$ cat config.mk
export PLATFORM = sky130hd
export DESIGN_NAME = mul_rr_scheduler
export DESIGN_NICKNAME = d
export VERILOG_FILES = /design/src/rtl/mul_ctrl_pkg.sv /design/src/rtl/rr_arbiter.sv /design/src/rtl/mul_rr_scheduler.sv
export SDC_FILE = /design/constraint.sdc
export NUM_CORES = 1
export LEC_CHECK = 0
export BUFFER_PORTS_ARGS = -buffer_cell sky130_fd_sc_hd__buf_2
export CAP_MARGIN = 40
export CORE_MARGIN = 2
export CORE_UTILIZATION = 40
export CTS_BUF_LIST = sky130_fd_sc_hd__clkbuf_16
export CTS_CLUSTER_SIZE = 8
export DETAILED_ROUTE_END_ITERATION = 8
export GPL_TIMING_DRIVEN = 0
export PLACE_DENSITY = 0.7
export SYNTH_ARGS = -nofsm -noshare
export SYNTH_HDL_FRONTEND = slang
export SYNTH_SLANG_ARGS = --single-unit
$ cat constraint.sdc
create_clock -name clk -period 4 [get_ports clk]
set_input_delay 1 -clock clk [delete_from_list [all_inputs] [get_ports clk]]
set_output_delay 1 -clock clk [all_outputs]
set_load 0.005 [all_outputs]
$ cat src/rtl/mul_ctrl_pkg.sv
// Shared definitions for the round-robin multiplier scheduler:
// FSM state encoding, default sizes and a width helper.
package mul_ctrl_pkg;

    typedef enum logic [1:0] {
        IDLE = 2'd0,
        MUL  = 2'd1,
        DONE = 2'd2
    } state_e;

    localparam int DEF_WIDTH   = 4;
    localparam int DEF_NUM_REQ = 4;

    // Bits needed to index n items; never less than one so that
    // single-entry counters and IDs still have a legal width.
    function automatic int clog2(input int n);
        int w;
        w = 1;
        while ((1 << w) < n) begin
            w++;
        end
        return w;
    endfunction

endpackage

$ cat src/rtl/rr_arbiter.sv
// Combinational round-robin pick: scans upward from rr_ptr+1 with
// wrap-around and returns the first active request as one-hot and index.
module rr_arbiter
    import mul_ctrl_pkg::*;
#(
    parameter  int NUM_REQ = DEF_NUM_REQ,
    localparam int ID_W    = clog2(NUM_REQ)
) (
    input  logic [NUM_REQ-1:0] req,
    input  logic [ID_W-1:0]    rr_ptr,
    output logic [NUM_REQ-1:0] pick,
    output logic [ID_W-1:0]    pick_idx
);

    // First set bit after the pointer wins; the pointer itself is checked last.
    always_comb begin
        logic        found;
        logic [ID_W-1:0] idx;
        // NOTE: every output gets a default before the search so no path leaves it unassigned (no latch).
        pick     = '0;
        pick_idx = '0;
        found    = 1'b0;
        idx      = '0;
        for (int k = 1; k <= NUM_REQ; k++) begin
            idx = ID_W'((int'(rr_ptr) + k) % NUM_REQ);
            if (!found && req[idx]) begin
                found     = 1'b1;
                pick[idx] = 1'b1;
                pick_idx  = idx;
            end
        end
    end

endmodule

$ cat src/rtl/mul_rr_scheduler.sv
// One shared iterative shift-add multiplier serving NUM_REQ requesters in
// round-robin order. Grant captures operands, WIDTH iterations follow, and
// the product is held with its owner ID until the consumer acknowledges.
module mul_rr_scheduler
    import mul_ctrl_pkg::*;
#(
    parameter  int NUM_REQ = DEF_NUM_REQ,
    parameter  int WIDTH   = DEF_WIDTH,
    localparam int ID_W    = clog2(NUM_REQ)
) (
    input  logic                     clk,
    input  logic                     rst_a,
    input  logic [NUM_REQ-1:0]       req,
    input  logic [NUM_REQ*WIDTH-1:0] a_in,
    input  logic [NUM_REQ*WIDTH-1:0] b_in,
    output logic [NUM_REQ-1:0]       gnt,
    output logic                     busy,
    output logic [2*WIDTH-1:0]       op,
    output logic [ID_W-1:0]          op_id,
    output logic                     ready_out,
    input  logic                     ack_in
);

    localparam int CNT_W = clog2(WIDTH);
    localparam int PW    = 2 * WIDTH;

    state_e              state_q,  state_d;
    logic [NUM_REQ-1:0]  gnt_q,    gnt_d;
    logic [ID_W-1:0]     rr_ptr_q, rr_ptr_d;
    logic [ID_W-1:0]     id_q,     id_d;
    logic [WIDTH-1:0]    a_sh_q,   a_sh_d;
    logic [PW-1:0]       b_sh_q,   b_sh_d;
    logic [PW-1:0]       acc_q,    acc_d;
    logic [CNT_W-1:0]    cnt_q,    cnt_d;
    logic [PW-1:0]       op_q,     op_d;
    logic [ID_W-1:0]     op_id_q,  op_id_d;
    logic                ready_q,  ready_d;

    logic [NUM_REQ-1:0]  pick;
    logic [ID_W-1:0]     pick_idx;
    logic [WIDTH-1:0]    a_sel;
    logic [WIDTH-1:0]    b_sel;
    logic [PW-1:0]       acc_nxt;

    rr_arbiter #(
        .NUM_REQ (NUM_REQ)
    ) u_arb (
        .req      (req),
        .rr_ptr   (rr_ptr_q),
        .pick     (pick),
        .pick_idx (pick_idx)
    );

    // One-hot operand mux driven by the arbiter pick.
    always_comb begin
        a_sel = '0;
        b_sel = '0;
        for (int i = 0; i < NUM_REQ; i++) begin
            if (pick[i]) begin
                a_sel = a_in[i*WIDTH +: WIDTH];
                b_sel = b_in[i*WIDTH +: WIDTH];
            end
        end
    end

    // Partial sum for this iteration, including the current multiplier bit.
    always_comb begin
        acc_nxt = a_sh_q[0] ? (acc_q + b_sh_q) : acc_q;
    end

    // Next-state and datapath control for IDLE -> MUL -> DONE.
    always_comb begin
        state_d  = state_q;
        gnt_d    = '0;
        rr_ptr_d = rr_ptr_q;
        id_d     = id_q;
        a_sh_d   = a_sh_q;
        b_sh_d   = b_sh_q;
        acc_d    = acc_q;
        cnt_d    = cnt_q;
        op_d     = op_q;
        op_id_d  = op_id_q;
        ready_d  = ready_q;

        unique case (state_q)
            IDLE: begin
                if (|req) begin
                    gnt_d    = pick;
                    a_sh_d   = a_sel;
                    b_sh_d   = {{WIDTH{1'b0}}, b_sel};
                    acc_d    = '0;
                    cnt_d    = '0;
                    id_d     = pick_idx;
                    rr_ptr_d = pick_idx;
                    state_d  = MUL;
                end
            end
            MUL: begin
                acc_d  = acc_nxt;
                a_sh_d = a_sh_q >> 1;
                b_sh_d = b_sh_q << 1;
                cnt_d  = cnt_q + CNT_W'(1);
                if (cnt_q == CNT_W'(WIDTH - 1)) begin
                    op_d    = acc_nxt;
                    op_id_d = id_q;
                    ready_d = 1'b1;
                    state_d = DONE;
                end
            end
            DONE: begin
                // Requests are ignored here, so a re-grant can only come
                // from IDLE one edge after the acknowledge.
                if (ack_in) begin
                    ready_d = 1'b0;
                    state_d = IDLE;
                end
            end
            default: begin
                state_d = IDLE;
            end
        endcase
    end

    // State and datapath registers with asynchronous active-high reset.
    always_ff @(posedge clk or posedge rst_a) begin
        if (rst_a) begin
            // NOTE: sequential state uses non-blocking assignments so all flops update together.
            state_q  <= IDLE;
            gnt_q    <= '0;
            rr_ptr_q <= ID_W'(NUM_REQ - 1);
            id_q     <= '0;
            a_sh_q   <= '0;
            b_sh_q   <= '0;
            acc_q    <= '0;
            cnt_q    <= '0;
            op_q     <= '0;
            op_id_q  <= '0;
            ready_q  <= 1'b0;
        end else begin
            state_q  <= state_d;
            gnt_q    <= gnt_d;
            rr_ptr_q <= rr_ptr_d;
            id_q     <= id_d;
            a_sh_q   <= a_sh_d;
            b_sh_q   <= b_sh_d;
            acc_q    <= acc_d;
            cnt_q    <= cnt_d;
            op_q     <= op_d;
            op_id_q  <= op_id_d;
            ready_q  <= ready_d;
        end
    end

    assign gnt       = gnt_q;
    assign busy      = (state_q != IDLE);
    assign op        = op_q;
    assign op_id     = op_id_q;
    assign ready_out = ready_q;

endmodule

==> key figures <==
Clock network
  • Clock net sink count: 43
  • Worst-Skew Late Latency: 0.28 ns
  • Hold_buf cts: 0
  • Post-CTS setup buffer count: 0
  • Max clock buf depth: 2
  • Worst-path clk slew: 0.06 ns
  • CTS tree: built
  • Post-cts resize count: 0
  • H-tree depth: 2
  • Root Driver: clkbuf_16
  • Clock buffer count from CTS: 5

Critical path
  • CP bufs+invs: 4
  • CP top delay family: compound AO/OA/AOI/OAI gates
  • Crit-path cells: buf_2 > inv_1 > ha_1 > buf_2 > mux2_2 > nor4_1 > o21ai_1 > and3_4 > buf_6 > a311oi_1 > o311ai_1
  • Worst EP arrival: 3.86 ns
  • Critical Path Fanout Max: 11
  • Largest stage delay on the critical path: 0.60 ns
  • CP max stage cell: dfstp_2
  • Crit path top cell by count: buf_2
  • Critical Path Source Type: flop
  • CP endpoint kind: flop
  • CP Class: flop to flop
  • Critical Path RT: 4.15 ns

Yosys
  • Simple-Gate Fraction of Synth Area: 14.86%
  • Synth unique cells: 54
  • Mux share of post-synthesis cell area: 6.785%
  • Post-Syn Area: 2821 um2
  • Mapped Cells: 301
  • Post-synth EDFFs: 0
  • Post-synthesis adder-cell area fraction: 7.805%
  • Syn avg cell area: 9.374 um2
  • Yosys warns: 0
  • Synth Area in Compound Gates: 25.01%
  • Syn Nets: 357
  • Synth Flop Type: dfrtp_1
  • Post-synthesis async set-or-reset flop share: 100.0%
  • Synth Register Bits: 43
  • Synth Area in XOR/XNOR: 1.552%
  • Largest family of logic cells by synthesized area: compound AO/OA/AOI/OAI gates
  • Part of the Yosys area used for sequential elements: 38.23%

Route
  • Routed WL: 6693 um
  • DR pass1 iterations: 4
  • Vias per cell: 5.583
  • Routed Antenna Nets: 0
  • First DRT Iteration DRCs: 123
  • WL per Instance: 14.55 um
  • DRC errors left: 0
  • Via count: 2568

Global route
  • Grt ovf: 0
  • Global Route Usage Sum: 18.20%
  • Vias in the first global route: 2407
  • Largest net degree at the start of global routing: 32
  • First-pass GRT wire length: 11250 um
  • Initial antenna violation count: 0

Floorplanning
  • Die Height: 87.99 um
  • Die span in x: 87.99 um
  • Initial Utilization: 41.53%
  • IO Pins: 55
  • Row count: 30
  • Die area: 7741 um2
  • Core area: 6794 um2

STA
  • Clock Skew: 0.008414 ns
  • Worst hold margin: 0.4714 ns
  • Count of final setup violators: 0
  • Final hold violation count: 0
  • Peak Freq: 269.4 MHz
  • Worst relative slew slack: 53.88%
  • RSZ-0062 raised after global routing: no
  • Setup_tns: 0 ns
  • Tcrit/Tclk final: 92.79%
  • Final min period: 3.712 ns
  • Worst-margin pin slew: 0.6906 ns
  • Max-slew violation total from the final report: 0

Job
  • Max-Cap Viols: 0

Power and ir drop
  • Worst IR Drop VDD: 0.0003604 V
  • Leakage: 0.001616 uW
  • Pwr/cell area: 784.8 nW/um2

Cells and area
  • Fraction of layout cells with a size suffix above 1: 21.98%
  • Nets: 419
  • Ant. Diodes: 0
  • P&R area growth vs syn: 20.31%

Place
  • Dpl hpwl: 5145 um
  • GPL Wtd Cong: 0.8674
  • PortBufs: 54

Min path
  • Hold crit path type: flop to flop

Outcome
  • Outcome: completed
per-layer routing:
| metal | share of wire, % | track usage [%] | wire length [um] | vias to the layer above |
|---|---|---|---|---|
| met1 | 44 | 23.24 | 2966 | 1246 |
| met2 | 51 | 32.58 | 3383 | 65 |
| li1 | - | - | - | 1247 |
| met3 | 3.9 | 2.356 | 259 | 10 |
| met5 | 0 | 0 | 0 | - |
| met4 | 1.2 | 4.476 | 83 | 0 |
worst register-to-register path, stage by stage (launching register included):
cell and delay (ns):
dfstp_2 0.60, buf_2 0.25, inv_1 0.22, ha_1 0.33, buf_2 0.18, mux2_2 0.34
nor4_1 0.44, o21ai_1 0.30, and3_4 0.27, buf_6 0.13, a311oi_1 0.38, o311ai_1 0.15
synth_stat cells, types with 5 or more instances:
cell	n	share of area, %
dfrtp_1	41	36
nand2_1	24	3.2
nor2_1	24	3.2
inv_1	20	2.7
ha_1	16	7.1
a22o_1	13	4.0
o21ai_0	13	2.3
a31oi_1	12	2.7
clkbuf_1	12	1.6
a21oi_1	9	1.6
a311oi_1	9	2.8
mux2i_1	9	3.2
nand3_1	9	1.6
nand2b_1	7	1.6
a22oi_1	6	1.6
o311ai_1	6	1.9
o31ai_1	6	1.6
xnor2_1	5	1.6
placed cells by master (no fill, tap or decap), types with 2 or more instances in the layout:
master	n
clkbuf_1	12
a311oi_1	9
a22o_1	13
o311ai_1	6
o31ai_1	6
mux2_2	4
a32oi_1	2
a31oi_1	12
a21oi_1	9
o21bai_1	3
nand4_1	2
o21ai_1	4
buf_6	2
nand3_1	9
xnor2_1	5
buf_2	58
nand2b_1	7
nand2_1	24
and2_1	4
dfrtp_1	41
nor2_1	24
mux2i_1	9
a22oi_1	6
a211oi_1	2
nor3b_1	2
nor2b_1	2
dfstp_2	2
nor3_1	3
mux4_2	2
ha_1	16
clkbuf_16	5
o21ai_0	13
inv_1	21
where the power goes:
| part | total [uW] | internal [uW] | switching [uW] |
|---|---|---|---|
| Combinational | 1460 | 619 | 841 |
| Clock | 449 | 290 | 159 |
| Sequential | 756 | 622 | 134 |
| Total | 2660 | 1530 | 1130 |
metrics by stage:
stage | cells | util, % | setup WS (ns) | total power [uW] | area, um2
finish | 460 | 49.96 | 0.2884 | 2664 | 3395
global route | 460 | 49.96 | 0.03907 | 2893 | 3395
CTS | 460 | 49.96 | 0.3018 | 2687 | 3395
detailed placement | 452 | 47.57 | 0.3206 | 2229 | 3232
global placement | 451 | 47.27 | 0.3337 | 2181 | 3212
floorplan | 301 | - | 0.8780 | 1831 | 2821
logic make-up (layout without fill, tap and decap cells):
family	Yosys count	count (layout)
buf+inv	38	101
mux	16	16
fa+ha+maj	17	17
compound gates	97	97
flops	43	43
xor+xnor	5	5
simple gates	85	85
worst paths after layout:
kind,startpoint,to,slack [ns],depth (start not counted)
hold / removal,op[5],op[5],0.47,2
max in group asynchronous,rst_a,rr_ptr_q[1],2.81,3
setup / recovery,rr_ptr_q[0],b_sh_q[3],0.29,11
setup reg to reg,rr_ptr_q[0],b_sh_q[3],0.29,11
hold reg to reg,op[5],op[5],0.47,2
min in group asynchronous,rst_a,op[4],0.66,2
final cells by class:
type	count	area, um2
fillers	662	3400
well taps	96	120.1
clock inverters	3	37.54
flip-flops and latches	43	1079
plain buffers	18	87.58
repair buffers	55	290.3
multi-input cells	220	1580
inverters	20	75.07
clock buffers	5	125.1
flip-flops by register name, indices dropped and copies added, names as in the netlist:
name	flops
b_sh_q	8
a_sh_q	4
state_q	2
rr_ptr_q	2
gnt	4
acc_q	8
op	8
op_id	2
ready_out	1
cnt_q	2
id_q	2
(Power assumes the default switching activity.)
